--- config.mk ---
export PLATFORM = sky130hd
export DESIGN_NAME = prores_frame_header_parser
export DESIGN_NICKNAME = d
export VERILOG_FILES = /design/src/rtl/prores_hdr_pkg.sv /design/src/rtl/prores_frame_header_parser.sv
export SDC_FILE = /design/constraint.sdc
export NUM_CORES = 1
export LEC_CHECK = 0
export ABC_AREA = 1
export CORE_MARGIN = 3
export CORE_UTILIZATION = 48
export DETAILED_ROUTE_END_ITERATION = 10
export PLACE_DENSITY = 0.81
export SLEW_MARGIN = 0
export SYNTH_ARGS = -nofsm -noshare
export SYNTH_HDL_FRONTEND = slang
export SYNTH_SLANG_ARGS = --single-unit
--- constraint.sdc ---
create_clock -name clock -period 1.8 [get_ports clock]
set_input_delay 0.36 -clock clock [delete_from_list [all_inputs] [get_ports clock]]
set_output_delay 0.36 -clock clock [all_outputs]
set_load 0.005 [all_outputs]
--- src/rtl/prores_hdr_pkg.sv ---
// Constants, state and error encodings for the ProRes frame header,
// shared by the header generator and the header parser.
package prores_hdr_pkg;

    localparam logic [31:0] HDR_SIGNATURE   = 32'h69637066;  // "icpf"
    localparam int          FIXED_HDR_BYTES = 28;
    localparam logic [15:0] MIN_HDR_SIZE    = 16'd20;
    localparam logic [15:0] QMAT_BYTES      = 16'd64;
    localparam logic [5:0]  QMAT_LAST       = 6'd63;

    // Offset of the final byte of each field within the header
    localparam logic [7:0] OFS_FRAME_SIZE_LAST = 8'd3;
    localparam logic [7:0] OFS_SIG_LAST        = 8'd7;
    localparam logic [7:0] OFS_HDR_SIZE_LAST   = 8'd9;
    localparam logic [7:0] OFS_HORIZ_LAST      = 8'd17;
    localparam logic [7:0] OFS_VERT_LAST       = 8'd19;
    localparam logic [7:0] OFS_FORMAT          = 8'd20;
    localparam logic [7:0] OFS_RATE            = 8'd21;
    localparam logic [7:0] OFS_PRIMARIES       = 8'd22;
    localparam logic [7:0] OFS_TRANSFER        = 8'd23;
    localparam logic [7:0] OFS_MATRIX          = 8'd24;
    localparam logic [7:0] OFS_PIXFMT          = 8'd25;
    localparam logic [7:0] OFS_FLAGS           = 8'(FIXED_HDR_BYTES - 1);

    typedef enum logic [2:0] {
        ST_IDLE  = 3'd0,
        ST_FIXED = 3'd1,
        ST_YQ    = 3'd2,
        ST_CQ    = 3'd3,
        ST_SKIP  = 3'd4,
        ST_DONE  = 3'd5,
        ST_ERR   = 3'd6
    } hdr_state_e;

    typedef enum logic [1:0] {
        ERR_NONE     = 2'd0,
        ERR_BAD_SIG  = 2'd1,
        ERR_HDR_SIZE = 2'd2
    } hdr_err_e;

endpackage

--- src/rtl/prores_frame_header_parser.sv ---
// Byte-serial ProRes frame header parser: validates the header, extracts its
// fields and streams the quantisation matrices into the consumer-side store.
//
// state | meaning
// IDLE  | waiting for byte 0 of a header
// FIXED | bytes 0-27, fixed fields and size/signature checks
// YQ    | 64 luma matrix bytes
// CQ    | 64 chroma matrix bytes
// SKIP  | trailing bytes up to hdr_size+8
// DONE  | header complete, fields valid, input held off
// ERR   | header rejected, input held off
module prores_frame_header_parser
    import prores_hdr_pkg::*;
#(
    parameter int QMAT_W = 32,
    parameter int CNT_W  = 16
) (
    input  logic              clock,
    input  logic              reset_n,
    input  logic              restart,
    input  logic              in_valid,
    input  logic [7:0]        in_data,
    output logic              in_ready,
    output logic              hdr_valid,
    output logic              hdr_error,
    output logic [1:0]        err_code,
    output logic [31:0]       frame_size,
    output logic [15:0]       horizontal,
    output logic [15:0]       vertical,
    output logic [1:0]        chroma_format,
    output logic [1:0]        interlace_mode,
    output logic [3:0]        aspect_ratio_information,
    output logic [3:0]        frame_rate_code,
    output logic [7:0]        color_primaries,
    output logic [7:0]        transfer_characteristic,
    output logic [7:0]        matrix_coefficients,
    output logic [3:0]        src_pixel_format,
    output logic [3:0]        alpha_channel_type,
    output logic              load_luma_qmat,
    output logic              load_chroma_qmat,
    output logic              qmat_we,
    output logic              qmat_sel,
    output logic [5:0]        qmat_addr,
    output logic [QMAT_W-1:0] qmat_data
);

    hdr_state_e        r_state, w_state_nxt;
    hdr_err_e          r_err_code;
    logic [CNT_W-1:0]  r_cnt;
    logic [23:0]       r_shift;
    logic [15:0]       r_hdr_size;
    logic [15:0]       r_skip_left;
    logic [5:0]        r_qidx;
    logic [31:0]       r_frame_size;
    logic [15:0]       r_horizontal, r_vertical;
    logic [1:0]        r_chroma_format, r_interlace_mode;
    logic [3:0]        r_aspect, r_frame_rate, r_src_pixfmt, r_alpha;
    logic [7:0]        r_primaries, r_transfer, r_matrix;
    logic              r_load_luma, r_load_chroma;
    logic              r_qmat_we, r_qmat_sel;
    logic [5:0]        r_qmat_addr;
    logic [QMAT_W-1:0] r_qmat_data;

    logic              w_accept;
    logic [31:0]       w_word;
    logic [15:0]       w_half;
    logic [1:0]        w_nmat;
    logic [15:0]       w_need;
    logic [15:0]       w_skip_init;
    logic              w_size_bad_late;

    assign w_word          = {r_shift, in_data};
    assign w_half          = {r_shift[7:0], in_data};
    assign w_nmat          = {1'b0, in_data[1]} + {1'b0, in_data[0]};
    assign w_need          = MIN_HDR_SIZE + {8'd0, w_nmat, 6'd0};
    assign w_size_bad_late = w_need > r_hdr_size;
    // Trailing byte count once fixed part and matrices are consumed; only
    // meaningful when the late size check passes, so it cannot underflow.
    assign w_skip_init     = r_hdr_size - w_need;

    always_ff @(posedge clock or negedge reset_n) begin
        if (!reset_n) begin
            r_state <= ST_IDLE;
        end else begin
            r_state <= w_state_nxt;
        end
    end

    always_comb begin
        w_state_nxt = r_state;
        in_ready    = (r_state != ST_DONE) && (r_state != ST_ERR);
        hdr_valid   = (r_state == ST_DONE);
        hdr_error   = (r_state == ST_ERR);
        w_accept    = in_valid && in_ready && !restart;

        if (restart) begin
            w_state_nxt = ST_IDLE;
        end else if (w_accept) begin
            case (r_state)
                ST_IDLE: w_state_nxt = ST_FIXED;
                ST_FIXED: begin
                    if (r_cnt[7:0] == OFS_SIG_LAST && w_word != HDR_SIGNATURE) begin
                        w_state_nxt = ST_ERR;
                    end else if (r_cnt[7:0] == OFS_HDR_SIZE_LAST && w_half < MIN_HDR_SIZE) begin
                        w_state_nxt = ST_ERR;
                    end else if (r_cnt[7:0] == OFS_FLAGS) begin
                        if (w_size_bad_late)       w_state_nxt = ST_ERR;
                        else if (in_data[1])       w_state_nxt = ST_YQ;
                        else if (in_data[0])       w_state_nxt = ST_CQ;
                        else if (w_skip_init == 0) w_state_nxt = ST_DONE;
                        else                       w_state_nxt = ST_SKIP;
                    end
                end
                ST_YQ: begin
                    if (r_qidx == QMAT_LAST) begin
                        if (r_load_chroma)         w_state_nxt = ST_CQ;
                        else if (r_skip_left == 0) w_state_nxt = ST_DONE;
                        else                       w_state_nxt = ST_SKIP;
                    end
                end
                ST_CQ: begin
                    if (r_qidx == QMAT_LAST) begin
                        w_state_nxt = (r_skip_left == 0) ? ST_DONE : ST_SKIP;
                    end
                end
                ST_SKIP: begin
                    if (r_skip_left == 16'd1) w_state_nxt = ST_DONE;
                end
                default: ;
            endcase
        end
    end

    always_ff @(posedge clock or negedge reset_n) begin
        if (!reset_n) begin
            r_err_code       <= ERR_NONE;
            r_cnt            <= '0;
            r_shift          <= '0;
            r_hdr_size       <= '0;
            r_skip_left      <= '0;
            r_qidx           <= '0;
            r_frame_size     <= '0;
            r_horizontal     <= '0;
            r_vertical       <= '0;
            r_chroma_format  <= '0;
            r_interlace_mode <= '0;
            r_aspect         <= '0;
            r_frame_rate     <= '0;
            r_primaries      <= '0;
            r_transfer       <= '0;
            r_matrix         <= '0;
            r_src_pixfmt     <= '0;
            r_alpha          <= '0;
            r_load_luma      <= 1'b0;
            r_load_chroma    <= 1'b0;
            r_qmat_we        <= 1'b0;
            r_qmat_sel       <= 1'b0;
            r_qmat_addr      <= '0;
            r_qmat_data      <= '0;
        end else if (restart) begin
            // Field registers deliberately keep their last values.
            r_err_code <= ERR_NONE;
            r_cnt      <= '0;
            r_qidx     <= '0;
            r_qmat_we  <= 1'b0;
        end else begin
            r_qmat_we <= 1'b0;
            if (w_accept) begin
                if (r_cnt != '1) r_cnt <= r_cnt + 1'b1;
                r_shift <= {r_shift[15:0], in_data};
                if (r_state == ST_FIXED) begin
                    case (r_cnt[7:0])
                        OFS_FRAME_SIZE_LAST: r_frame_size <= w_word;
                        OFS_SIG_LAST: begin
                            if (w_word != HDR_SIGNATURE) r_err_code <= ERR_BAD_SIG;
                        end
                        OFS_HDR_SIZE_LAST: begin
                            r_hdr_size <= w_half;
                            if (w_half < MIN_HDR_SIZE) r_err_code <= ERR_HDR_SIZE;
                        end
                        OFS_HORIZ_LAST: r_horizontal <= w_half;
                        OFS_VERT_LAST:  r_vertical   <= w_half;
                        OFS_FORMAT: begin
                            r_chroma_format  <= in_data[7:6];
                            r_interlace_mode <= in_data[3:2];
                        end
                        OFS_RATE: begin
                            r_aspect     <= in_data[7:4];
                            r_frame_rate <= in_data[3:0];
                        end
                        OFS_PRIMARIES: r_primaries <= in_data;
                        OFS_TRANSFER:  r_transfer  <= in_data;
                        OFS_MATRIX:    r_matrix    <= in_data;
                        OFS_PIXFMT: begin
                            r_src_pixfmt <= in_data[7:4];
                            r_alpha      <= in_data[3:0];
                        end
                        OFS_FLAGS: begin
                            r_load_luma   <= in_data[1];
                            r_load_chroma <= in_data[0];
                            r_skip_left   <= w_skip_init;
                            if (w_size_bad_late) r_err_code <= ERR_HDR_SIZE;
                        end
                        default: ;
                    endcase
                end
                if (r_state == ST_YQ || r_state == ST_CQ) begin
                    r_qmat_we   <= 1'b1;
                    r_qmat_sel  <= (r_state == ST_CQ);
                    r_qmat_addr <= r_qidx;
                    r_qmat_data <= {{(QMAT_W-8){1'b0}}, in_data};
                    r_qidx      <= r_qidx + 1'b1;
                end
                if (r_state == ST_SKIP) r_skip_left <= r_skip_left - 1'b1;
            end
        end
    end

    assign err_code                 = r_err_code;
    assign frame_size               = r_frame_size;
    assign horizontal               = r_horizontal;
    assign vertical                 = r_vertical;
    assign chroma_format            = r_chroma_format;
    assign interlace_mode           = r_interlace_mode;
    assign aspect_ratio_information = r_aspect;
    assign frame_rate_code          = r_frame_rate;
    assign color_primaries          = r_primaries;
    assign transfer_characteristic  = r_transfer;
    assign matrix_coefficients      = r_matrix;
    assign src_pixel_format         = r_src_pixfmt;
    assign alpha_channel_type       = r_alpha;
    assign load_luma_qmat           = r_load_luma;
    assign load_chroma_qmat         = r_load_chroma;
    assign qmat_we                  = r_qmat_we;
    assign qmat_sel                 = r_qmat_sel;
    assign qmat_addr                = r_qmat_addr;
    assign qmat_data                = r_qmat_data;

endmodule

## Yosys cells after proc, flatten, opt, wreduce, memory -nomap -nowiden

Index checks and enable logic that the tools add are counted.

| cells by class | value |
|---|---|
| $add $sub $neg | 6 |
| magnitude comparators | 2 |
| equality and inequality tests | 31 |
| multiplexer cells | 34 |
| bitwise gates (word level) | 1 |
| reduce and logical (&&, ||, !) cells | 36 |

Operator list:

| kind | number |
|---|---|
| $mux 16 | 6 |
| $eq 8x5->1 const B | 9 |
| $reduce_and 4->1 | 12 |
| $mux 3 | 12 |
| $logic_not 16->1 | 2 |
| $ne 32x31->1 const B | 1 |
| $mux 6 | 3 |
| $ne 3x3->1 const B | 6 |
| $add 16x1->16 const B | 1 |
| $eq 16x1->1 const B | 1 |
| $gt 9x16->1 | 1 |
| $lt 16x5->1 const B | 1 |
| $ne 16x16->1 const B | 1 |
| $sub 16x1->16 const B | 1 |
| $sub 16x9->16 | 1 |
| $pmux 3 s5 | 1 |
| $mux 2 | 6 |
| $reduce_and 6->1 | 2 |
| $reduce_bool 2->1 | 6 |
| $add 5x8->9 const A | 1 |
| $eq 3x3->1 const B | 3 |
| $eq 8x2->1 const B | 1 |
| $eq 8x3->1 const B | 1 |
| $eq 8x4->1 const B | 1 |
| 18 further kinds | 30 |

| storage, ports and cells | value |
|---|---|
| bits in registers | 209 |
| input bits | 12 |
| output and inout bits | 155 |

## Logic depth before layout (Yosys ltp)

| depth | value |
|---|---|
| depth after elaboration | 14 |
| depth in mapped cells | 21 |
| mapped depth without buffers | 20 |

## Worst setup path after synthesis

No wires, ideal clock.

| path | value |
|---|---|
| path kind | in2reg |
| start | input in_data[0] |
| end | register r_state[0] |
| data arrival time | 2.234 ns |
| setup slack | -0.551 ns |
| cell stages on the path | 18 |
| path buffers | 1 |
| path through | inv_1 -> clkbuf_1 -> ha_1 -> inv_1 -> ha_1 -> nand2_1 -> nand2_1 -> a21oi_1 -> nand2_1 -> nor2_1 -> xor2_1 -> nor2_1 -> nand2_1 -> nand2_1 -> nand2_1 -> nand2_1 -> nand2_1 -> nand2_1 |

| on the way | value |
|---|---|
| cells in the longest elaborated chain, start to end | 14 |
| elaborated cells between the ends (all ways) | 21 |

RTL lines:

| element | line | text |
|---|---|---|
| from (decl) | prores_frame_header_parser.sv:22 | `input logic [7:0] in_data,` |
| $add 1x1->2 | prores_frame_header_parser.sv:74 | `assign w_nmat = {1'b0, in_data[1]} + {1'b0, in_data[0]};` |
| $add 5x8->9 | prores_frame_header_parser.sv:75 | `assign w_need = MIN_HDR_SIZE + {8'd0, w_nmat, 6'd0};` |
| $sub 16x9->16 | prores_frame_header_parser.sv:79 | `assign w_skip_init = r_hdr_size - w_need;` |
| $logic_not 16->1 | prores_frame_header_parser.sv:110 | `else if (w_skip_init == 0) w_state_nxt = ST_DONE;` |
| $mux 1 | prores_frame_header_parser.sv:110 |  |
| $mux 3 | prores_frame_header_parser.sv:109 | `else if (in_data[0]) w_state_nxt = ST_CQ;` |
| $mux 3 | prores_frame_header_parser.sv:108 | `else if (in_data[1]) w_state_nxt = ST_YQ;` |
| $mux 3 | prores_frame_header_parser.sv:107 | `if (w_size_bad_late) w_state_nxt = ST_ERR;` |
| $mux 3 | prores_frame_header_parser.sv:106 | `end else if (r_cnt[7:0] == OFS_FLAGS) begin` |
| $mux 3 | prores_frame_header_parser.sv:104 | `end else if (r_cnt[7:0] == OFS_HDR_SIZE_LAST && w_half < MIN_HDR_SIZE) begin` |
| $mux 3 | prores_frame_header_parser.sv:102 | `if (r_cnt[7:0] == OFS_SIG_LAST && w_word != HDR_SIGNATURE) begin` |
| $pmux 3 s5 | prores_frame_header_parser.sv:99 | `case (r_state)` |
| $mux 3 | prores_frame_header_parser.sv:98 | `end else if (w_accept) begin` |
| $mux 3 | prores_frame_header_parser.sv:96 | `if (restart) begin` |
| to (signal assigned) | prores_frame_header_parser.sv:85 | `r_state <= w_state_nxt;` |
| to (decl) | prores_frame_header_parser.sv:47 | `hdr_state_e r_state, w_state_nxt;` |

Parallel ways exist; a longest one is shown, timed or not. The select of a mux whose other input is x is not followed.
A chain may end at the register's enable or synchronous reset.

## Worst setup path after layout

| path | value |
|---|---|
| start | register r_state[0] |
| end | register r_transfer[3], in the netlist transfer_characteristic[3] |

| on the way | value |
|---|---|
| cells in the longest elaborated chain, start to end | 5 |
| elaborated cells between the ends (all ways) | 7 |

RTL lines:

| element | line | text |
|---|---|---|
| $ne 3x3->1 | prores_frame_header_parser.sv:91 | `in_ready = (r_state != ST_DONE) && (r_state != ST_ERR);` |
| $logic_and 1x1->1 | prores_frame_header_parser.sv:91 |  |
| $logic_and 1x1->1 (2 in series) | prores_frame_header_parser.sv:94 | `w_accept = in_valid && in_ready && !restart;` |
| $reduce_and 4->1 (no line) * | n/a |  |
| to (signal assigned) | prores_frame_header_parser.sv:192 | `OFS_TRANSFER: r_transfer <= in_data;` |
| to (decl) | prores_frame_header_parser.sv:58 | `logic [7:0] r_primaries, r_transfer, r_matrix;` |

Mark *: on every way between the ends. The rest lies on a longest branch, timed or not.

==> out/results.ini <==
[status]
status=complete, but fails checks
violations=setup timing

[pwr]
p_sw_mw=4.471
p_clk_frac=0.337
p_comb_frac=0.257
leakage_nw=7.286
power.internal_mw=9.625
switching_share=0.3172
power_density_nw_per_um2=972.0
total_power_mw=14.10
vdd_drop_max_mv=0.6981
seqPwrFrac=0.406

[worst_setup_path]
slowest_stage=dfrtp_1
critPathMaxStageDelay_ns=0.41
cp.required_ns=2.20
worst_ep_arrival_time_ns=2.47
critPathMaxFanout=16
worstSetupPathType=register to register
cpMostUsedCell=buf_6
path_cells=inv_2 -> nand2_2 -> a21oi_4 -> buf_6 -> nor2_4 -> nand2_4 -> nor3_4 -> buf_4 -> buf_6 -> nand3_1 -> buf_6 -> nand2_1 -> o21ai_0
crit_path_end_kind=register
r2r-start=r_state[0]
startpoint=r_state[0]
crit_family=simple AND/OR/NAND/NOR gates
cp_num_buf_inv=5
critPathLaunchType=register

[cts]
cts.htree.levels=1
clk_pin_slew_ns=0.07
root_buffer=clkbuf_16
cts_sinks=209
clock_latency_ns=0.53
clock_path_buffers=3
cts_buffers=22
cts_tree=done

[global_route]
grt_pass1_wl_um=46550
grt_start_max_net_pins=49
antenna_found_initial=0
grt_overflow_total=0
grt_pass1_vias=9008
grt_usage=0.2615

[place]
pre_cts_slack_ns=-1.008
gp_congestion=0.9060
hpwl_um=18860
portBuffers=142

[synth]
yosysTopAreaCellShare=0.5451
ys_types=34
avgSynthCellArea_um2=8.344
synth.area.top_cells=dfrtp_1 55%, nand2_1 12%, o21ai_0 10%, inv_1 4.6%, nor2_1 3.3%
netlist_instances=1150
yosysTopAreaCell=dfrtp_1
ys_seq_area_frac=0.5451
ys_seq_elements=209
netlist_area_um2=9595
ys_warn_count=0

[layout]
finish.net_count=1496
final_cell_mix=276 x nand2_1, 208 x dfrtp_1, 152 x o21ai_0, 144 x buf_4, 101 x clkdlybuf4s50_1
final_common_cell=nand2_1
diodes=0
drive_gt1_frac=0.2581
multiInputGateArea_um2=4279
n_fill_cell=1239
syn_to_final_growth_pct=51.14
regArea_um2=5231

[timing]
slew_headroom=0.6175
skew_ns=0.02336
whs_ns=0.3294
tightest_slew_ns=0.5731
finalMaxSlewViolations=0
finalHoldViolCount=0
rsz0062_at_grt=yes
setup_ws_ns=-0.2690
fin_crit_ns=2.069
tns_ns=-17.19
fmax_mhz=483.3
finalSetupViolations=142
finalCritPeriodShare=1.149

[die]
die-area_um2=21720
start_util=0.4914
core-area_um2=19530
io-pin-count=167
fp-row-count=51
die_x_um=147.4
die_height_um=147.4

[detailed_routing]
drt_pass1_iterations=6
drc_errors=0
ant_nets=0
drt_iter0_drc=897
wirelength_um=34000
viasPerCell=5.573
vias=9748
avgRoutedWirePerCell_um=19.44

[hold_path]
hold_class=primary input to asynchronous set/reset pin

[flow_run]
max_cap_viol_count=0

==> power by group through the flow <==
stage	Clock (mW)	Sequential, mW	Combinational (mW)
after floorplan	0	5.67	1.40
after global placement	0	5.71	2.75
after detailed placement	0	5.73	2.85
after CTS	4.76	5.67	3.15
after global routing	4.96	5.78	3.93
final	4.75	5.72	3.62
==> through the flow <==
stage / cell area, um^2 / util / cells
after floorplan: 9776 / - / 1173
after global routing: 14500 / 0.7427 / 1749
after detailed placement: 12290 / 0.6294 / 1644
after global placement: 12290 / 0.6294 / 1644
after CTS: 13520 / 0.6924 / 1713
final: 14500 / 0.7427 / 1749
==> worst paths after layout <==
check | to | slack (ns) | cells after the start
worst max-delay path | transfer_characteristic[3] | -0.27 | 13
max in group asynchronous | qmat_we | 0.87 | 3
worst min register to register | qmat_addr[1] | 0.48 | 2
worst max register to register | transfer_characteristic[3] | -0.27 | 13
worst min-delay path | color_primaries[6] | 0.33 | 2
min in group clock | qmat_addr[1] | 0.48 | 2
==> registers in the layout (all words and copies together) (netlist names), 2 cells and up <==
register / count
alpha_channel_type: 4
aspect_ratio_information: 4
chroma_format: 2
color_primaries: 8
err_code: 2
frame_rate_code: 4
frame_size: 32
horizontal: 16
interlace_mode: 2
matrix_coefficients: 8
qmat_addr: 6
qmat_data: 8
r_cnt: 16
r_hdr_size: 16
r_qidx: 6
r_shift: 24
r_skip_left: 16
r_state: 3
src_pixel_format: 4
transfer_characteristic: 8
vertical: 16
==> Yosys cell counts <==
| library cell | number |
|---|---|
| o211ai_1 | 3 |
| buf_4 | 25 |
| inv_1 | 118 |
| nand3_1 | 44 |
| nand4_2 | 1 |
| nor4_1 | 6 |
| a31oi_1 | 4 |
| o31ai_1 | 6 |
| buf_2 | 3 |
| nor3b_1 | 2 |
| clkbuf_1 | 40 |
| o21ai_2 | 1 |
| nor2_1 | 84 |
| nand4_1 | 12 |
| xnor2_1 | 1 |
| o21bai_1 | 1 |
| dfrtp_1 | 209 |
| nor4b_1 | 2 |
| nand2_2 | 2 |
| mux2_2 | 4 |
| o21ai_1 | 1 |
| conb_1 | 1 |
| nand2_1 | 308 |
| o22ai_1 | 6 |
| a21oi_1 | 23 |
| o21ai_0 | 200 |
| nor3_4 | 1 |
| buf_1 | 1 |
| ha_1 | 15 |
| nor2_4 | 1 |
| nor3_1 | 14 |
| xor2_1 | 8 |
| nand3b_1 | 2 |
| o311ai_0 | 1 |
==> logic make-up (layout without fill, tap and decap cells) <==
family | Yosys count | after routing | synth area share
other | 1 | 24 | 0.0003908
DFF | 209 | 209 | 0.5451
AOI/OAI and AO/OA | 246 | 246 | 0.1330
and+or+nand+nor | 479 | 479 | 0.2058
muxes | 4 | 4 | 0.004694
buffers and inverters | 187 | 498 | 0.08332
xor gates and xnor gates | 9 | 9 | 0.008215
adders and majority gates | 15 | 15 | 0.01956
==> per-layer routing <==
metal | part of all wire | track usage | wire, um
met1 | 0.38 | 0.3565 | 12900
met3 | 0.092 | 0.06070 | 3143
met5 | 0 | 0 | 0
met4 | 0.041 | 0.06803 | 1384
met2 | 0.49 | 0.4279 | 16570
==> timing repair <==
action,CTS,global route
gates cloned,3,15
endpoints found under the setup margin,79,236
hold buffers,1,0
pin swaps,32,36
buffers inserted,27,26
endpoints found under the hold margin,40,0
resized for setup,99,195
==> final cells by class <==
class	count	share of cell area
clock buffers	29	0.04253
inverters	118	0.03296
clock inverters	10	0.009404
flip-flops and latches	209	0.3607
repair buffers	341	0.2365
multi-input cells	777	0.2951
well taps	265	0.02286
Power figures use the tool's default switching activity.
==> RTL change 1 (same flow settings) <==
The 7 states of `hdr_state_e` get a one-hot encoding in 7 bits.
--- a/src/rtl/prores_hdr_pkg.sv
+++ b/src/rtl/prores_hdr_pkg.sv
@@ -23,12 +23,12 @@
     localparam logic [7:0] OFS_FLAGS           = 8'(FIXED_HDR_BYTES - 1);
 
-    typedef enum logic [2:0] {
-        ST_IDLE  = 3'd0,
-        ST_FIXED = 3'd1,
-        ST_YQ    = 3'd2,
-        ST_CQ    = 3'd3,
-        ST_SKIP  = 3'd4,
-        ST_DONE  = 3'd5,
-        ST_ERR   = 3'd6
+    typedef enum logic [6:0] {
+        ST_IDLE  = 7'b0000001,
+        ST_FIXED = 7'b0000010,
+        ST_YQ    = 7'b0000100,
+        ST_CQ    = 7'b0001000,
+        ST_SKIP  = 7'b0010000,
+        ST_DONE  = 7'b0100000,
+        ST_ERR   = 7'b1000000
     } hdr_state_e;
 
Function: same outputs for any inputs over 4 cycles, from zero or initial values and one cycle with reset_n low; so few cycles prove little.
==> RTL change 1 against the original RTL <==
- largest cell class unchanged
- the flow still finishes with violations (setup timing)
- sequential cell count increased by 4
- final area grew 9.4%
- count of clock-buffer cells in the layout is 6 higher
- area after synthesis rose by 6.9%
- clock skew fell by 2.7 ps
- sequential share of layout area fell by 2.4 points
- wire length up 17%
- worst setup slack got worse by 50 ps
- critical path depth up 1
Power is not compared: it rests on default switching activity, and its combinational part moved more than twofold at a synthesized area within 25%.
==> RTL change 1: results (changes against the original RTL) <==
| Metric | Value |
|---|---|
| Worst Path Max Fanout | `6 (was 16)` |
| Top post-synthesis cells by area | `dfrtp_1 52%, nand2_1 12%, o21ai_0 7.9% (was dfrtp_1 55%, nand2_1 12%, o21ai_0 10%)` |
| Placer Congestion | `0.942 (was 0.906)` |
| Largest net degree at the start of global routing | `91 (was 49)` |
| Dpl ws | `-996 ps (was -1010 ps)` |
| Worst Skew | `20.7 ps (was 23.4 ps)` |
| Post-synthesis mux area share | `0.00878 (was 0.00469)` |
| Outcome | `complete, but fails checks (unchanged)` |
| Hold WC Path Type | `input pin to flip-flop (was input pin to asynchronous set/reset pin)` |
| Net count reported at finish | `1588 (was 1496)` |
| Most common library cells after synthesis | `317 x nand2_1, 212 x dfrtp_1, 161 x o21ai_0 (was 308 x nand2_1, 209 x dfrtp_1, 200 x o21ai_0)` |
| Vias in the first global route | `9983 (was 9008)` |
| Fill count | `1124 (was 1239)` |
| Sequential fraction of the synthesis area | `0.520 (was 0.545)` |
| DP Area | `0.0130 mm² (was 0.0123 mm²)` |
| Hpwl dp | `20.2 mm (was 18.9 mm)` |
| Critical Path AT | `2570 ps (was 2470 ps)` |
| CTS buffer count | `24 (was 22)` |
| Via count | `10800 (was 9748)` |
| Final worst setup slack | `-319 ps (was -269 ps)` |
| Final wirelength | `39.7 mm (was 34.0 mm)` |
| Post-synthesis compound-gate area fraction | `0.122 (was 0.133)` |
| Setup_tns | `-36580 ps (was -17190 ps)` |
| XOR/XNOR share of the synthesized area | `0.00768 (was 0.00821)` |
| Synth cell types | `50 (was 34)` |
| Rel. slew slack | `0.644 (was 0.618)` |
| Finish-stage setup viols | `232 (was 142)` |
| Adder-cell share of the synthesized area | `0.0171 (was 0.0196)` |
| Clock latency on the worst-skew pair | `550 ps (was 530 ps)` |
| Failing checks | `setup timing (unchanged)` |
| Total GRT Usage | `0.273 (was 0.262)` |
==> RTL change 1: cell count changes in the layout (fill, tap and decap cells not counted), sizes merged, moves of 13 or more <==
cell,delta
buf,+19
clkdlybuf4s50,+25
nand2,+13
inv,+18
dlymetal6s2s,-22
nor3,+13
nand3,+27
==> RTL change 1: worst max-delay path, stage by stage, from the launching register on <==
cell and delay, ps:
dfstp_2 550, nor2_4 60, nand2_4 80, a21oi_4 40, buf_6 120, nor2_4 150
buf_6 120, buf_6 120, nand2_4 70, nand2_4 80, buf_8 150, nand3_4 90
o21ai_2 160, nand2_1 90, nor2_1 150
==> RTL change 1: worst paths after layout <==
check                             from                          end  slack, ps  cells after the start
min reg2reg                vertical[2]                  vertical[2]        490                      2
max                         r_state[0]                     r_cnt[9]       -320                     14
max reg2reg                 r_state[0]                     r_cnt[9]       -320                     14
min                         in_data[0]             load_chroma_qmat        200                      4
min in group asynchronous      reset_n  aspect_ratio_information[3]        230                      2
max in group asynchronous      reset_n                  r_shift[16]        840                      3
==> RTL change 1: where the power goes <==
part           switching (mW)  internal, mW  leakage (nW)
Clock                    2.17          2.87         0.398
Combinational           0.820         0.625          4.10
Sequential              0.164          4.97          2.82
Total                    3.15          8.47          7.31
==> RTL change 1: repair_timing <==
item / 4_1_cts / 5_1_grt
hold buffers: 1 / 0
gates resized for setup: 186 / 283
pin swaps: 29 / 66
setup buffers: 23 / 33
gates cloned: 12 / 8
setup endpoints to repair: 211 / 284
hold endpoints to repair: 83 / 0
==> RTL change 1: cell type report <==
type,count,share of cell area
tap,270,0.0213
clock buffer,35,0.0442
timing repair inverter,2,0.000946
clock inverter,9,0.00623
multi-input combinational,831,0.330
timing repair buffer,357,0.227
sequential,213,0.336
inverter,133,0.0338
==> RTL change 1: kinds of logic (layout without fill, tap and decap cells) <==
family,Yosys count,count (layout)
and+or+nand+nor,531,536
AOI/OAI and AO/OA,241,241
DFF,213,213
buffers and inverters,206,536
adders and majority gates,14,14
xor gates and xnor gates,9,9
muxes,7,7
other,1,24
==> RTL change 1: per-layer routing <==
| layer | track usage | part of all wire | wire (µm) |
|---|---|---|---|
| met4 | 0.0963 | 0.066 | 2630 |
| met2 | 0.460 | 0.48 | 19000 |
| met5 | 0 | 0 | 0 |
| met1 | 0.338 | 0.35 | 14100 |
| met3 | 0.0784 | 0.10 | 4010 |
==> RTL change 1: through the flow <==
stage / utilization / instances
3_5_place_dp: 0.628 / 1731
6_report: 0.769 / 1850
2_1_floorplan: - / 1245
5_1_grt: 0.769 / 1850
4_1_cts: 0.711 / 1811
3_3_place_gp: 0.628 / 1731
==> RTL change 2 (config.mk and constraints unchanged) <==
Made on the original files. `QMAT_W`: 32 -> 48.
--- a/src/rtl/prores_frame_header_parser.sv
+++ b/src/rtl/prores_frame_header_parser.sv
@@ -13,5 +13,5 @@
     import prores_hdr_pkg::*;
 #(
-    parameter int QMAT_W = 32,
+    parameter int QMAT_W = 48,
     parameter int CNT_W  = 16
 ) (
Ports: changed (resized qmat_data); port bits go from 167 to 183. The function was not compared with the original's and may differ.
==> RTL change 2 against the original RTL <==
- the run still ends with setup timing left
- final area up 1.3%
- area after synthesis is 1.3% higher
- core utilization up 0.51 points
- largest cell class unchanged
- clock skew down 10 ps
- global-route usage shrank 1.3 points
- fmax is 3.6% higher
- die area increased by 1.2%
- sequential cell count unchanged
- wire length is 4.6% lower
- total power rose by 0.24%
- worst setup slack better by 73 ps
- critical path type unchanged
==> RTL change 2: results (changes against the original RTL) <==
| Metric | Value |
|---|---|
| First-pass GRT wire length | `44.5 mm (was 46.5 mm)` |
| Critical path endpoint | `r_state[1] (was transfer_characteristic[3])` |
| Instance count of the mapped netlist | `1166 (was 1150)` |
| CTS buffer count | `23 (was 22)` |
| Critical Path AT | `2410 ps (was 2470 ps)` |
| Failing checks | `setup timing (unchanged)` |
| Placer Congestion | `0.888 (was 0.906)` |
| Outcome | `complete, but fails checks (unchanged)` |
| Sequential fraction of the synthesis area | `0.538 (was 0.545)` |
| Detailed Routing Iterations Pass 1 | `5 (was 6)` |
| Largest net degree at the start of global routing | `58 (was 49)` |
| Routed len/inst | `18.7 µm (was 19.4 µm)` |
| Global routing usage on met1 | `0.334 (was 0.356)` |
| Final wirelength | `32.4 mm (was 34.0 mm)` |
| Share of cells above drive strength 1 | `0.293 (was 0.258)` |
| Total GRT Usage | `0.248 (was 0.262)` |
| Vias in the first global route | `8685 (was 9008)` |
| GR Layer Usage met3 | `0.0576 (was 0.0607)` |
| Net count reported at finish | `1479 (was 1496)` |
| Met2 Usage GRT | `0.409 (was 0.428)` |
| Fill count | `1257 (was 1239)` |
| Worst setup path start | `r_state[1] (was r_state[0])` |
| Worst Path Max Fanout | `4 (was 16)` |
| Worst reg2reg path depth | `14 (was 13)` |
| Worst Skew | `13.1 ps (was 23.4 ps)` |
| Pleak | `7.54 nW (was 7.29 nW)` |
| Top post-synthesis cells by area | `dfrtp_1 54%, nand2_1 12%, o21ai_0 10% (was dfrtp_1 55%, nand2_1 12%, o21ai_0 10%)` |
| Finish-stage setup viols | `143 (was 142)` |
| Drt via density | `5.48 (was 5.57)` |
| DP Area | `0.0123 mm² (about the same)` |
| Final worst setup slack | `-196 ps (was -269 ps)` |
[RTL change 2: area by class of cell]
type | instances | area [µm²] | area share
Sequential cell | 209 | 5230 | 0.356
Multi-Input combinational cell | 793 | 4680 | 0.318
Timing Repair Buffer | 307 | 3180 | 0.216
Clock buffer | 30 | 642 | 0.0437
Inverter | 118 | 474 | 0.0323
Tap cell | 265 | 332 | 0.0226
Clock inverter | 12 | 160 | 0.0109
[RTL change 2: cell families (layout without fill, tap and decap cells)]
group | count (synthesis) | after routing | share of synthesized area
flip-flops | 209 | 209 | 0.538
other | 1 | 40 | 0.000386
adder cells (fa/ha/maj) | 15 | 15 | 0.0193
buffers and inverters | 203 | 467 | 0.0947
XOR/XNOR | 9 | 9 | 0.00811
AND/OR/NAND/NOR | 479 | 479 | 0.203
AO/OA/AOI/OAI | 246 | 246 | 0.131
multiplexers | 4 | 4 | 0.00464
[RTL change 2: how the worst min path moves through the flow]
stage,from,slack (ps),depth (start not counted),endpoint
finish,reset_n,310,2,frame_size[10]
detailed placement,reset_n,310,1,frame_size[10]
global route,reset_n,330,2,frame_size[10]
CTS,reset_n,310,2,frame_size[10]
global placement,reset_n,320,1,frame_size[10]
floorplan,reset_n,60,0,alpha_channel_type[0]
[RTL change 2: layer usage]
layer  part of all wire  vias up
li1                   -     4296
met4              0.038        0
met3              0.083      110
met5                  0        -
met1               0.38     4651
met2               0.50      450
[RTL change 2: critical path, stage by stage, from the launching register on]
cell     delay, ps
dfrtp_1        420
inv_2           80
nand2_2         60
buf_6          130
nor2_4         130
inv_2           90
buf_4          140
nor3_1         240
nand2_1        120
inv_1           80
nand2_1         70
nand2_1        110
nor2_4          60
nand3_1         90
o21ai_1         70
[RTL change 2: where the power goes]
| group | switching, mW | total (mW) | leakage, nW | internal [mW] |
|---|---|---|---|---|
| sequential | 0.455 | 5.73 | 2.83 | 5.28 |
| clock | 2.02 | 4.99 | 0.384 | 2.97 |
| combinational | 1.95 | 3.41 | 4.32 | 1.47 |
| total | 4.42 | 14.1 | 7.54 | 9.71 |
[RTL change 2: timing repair]
item                       CTS  global route
gates resized for setup     98           364
hold buffers                 1             0
hold endpoints to repair    36             0
setup endpoints to repair   70           235
cloned                       4             9
pin swaps                   12            36
buffers inserted            15            13
[RTL change 2: per-stage QoR]
step | total power [mW] | util | setup TNS, ps | setup WS [ps] | hold WS [ps]
after CTS | 13.6 | 0.683 | -294 | -74.8 | 314
after global placement | 8.41 | 0.625 | -37140 | -954 | 316
after floorplan | 7.10 | - | -1430 | -272 | 64.4
after global routing | 14.7 | 0.748 | -19270 | -253 | 333
final | 14.1 | 0.748 | -7140 | -196 | 307
after detailed placement | 8.52 | 0.625 | -41380 | -977 | 310
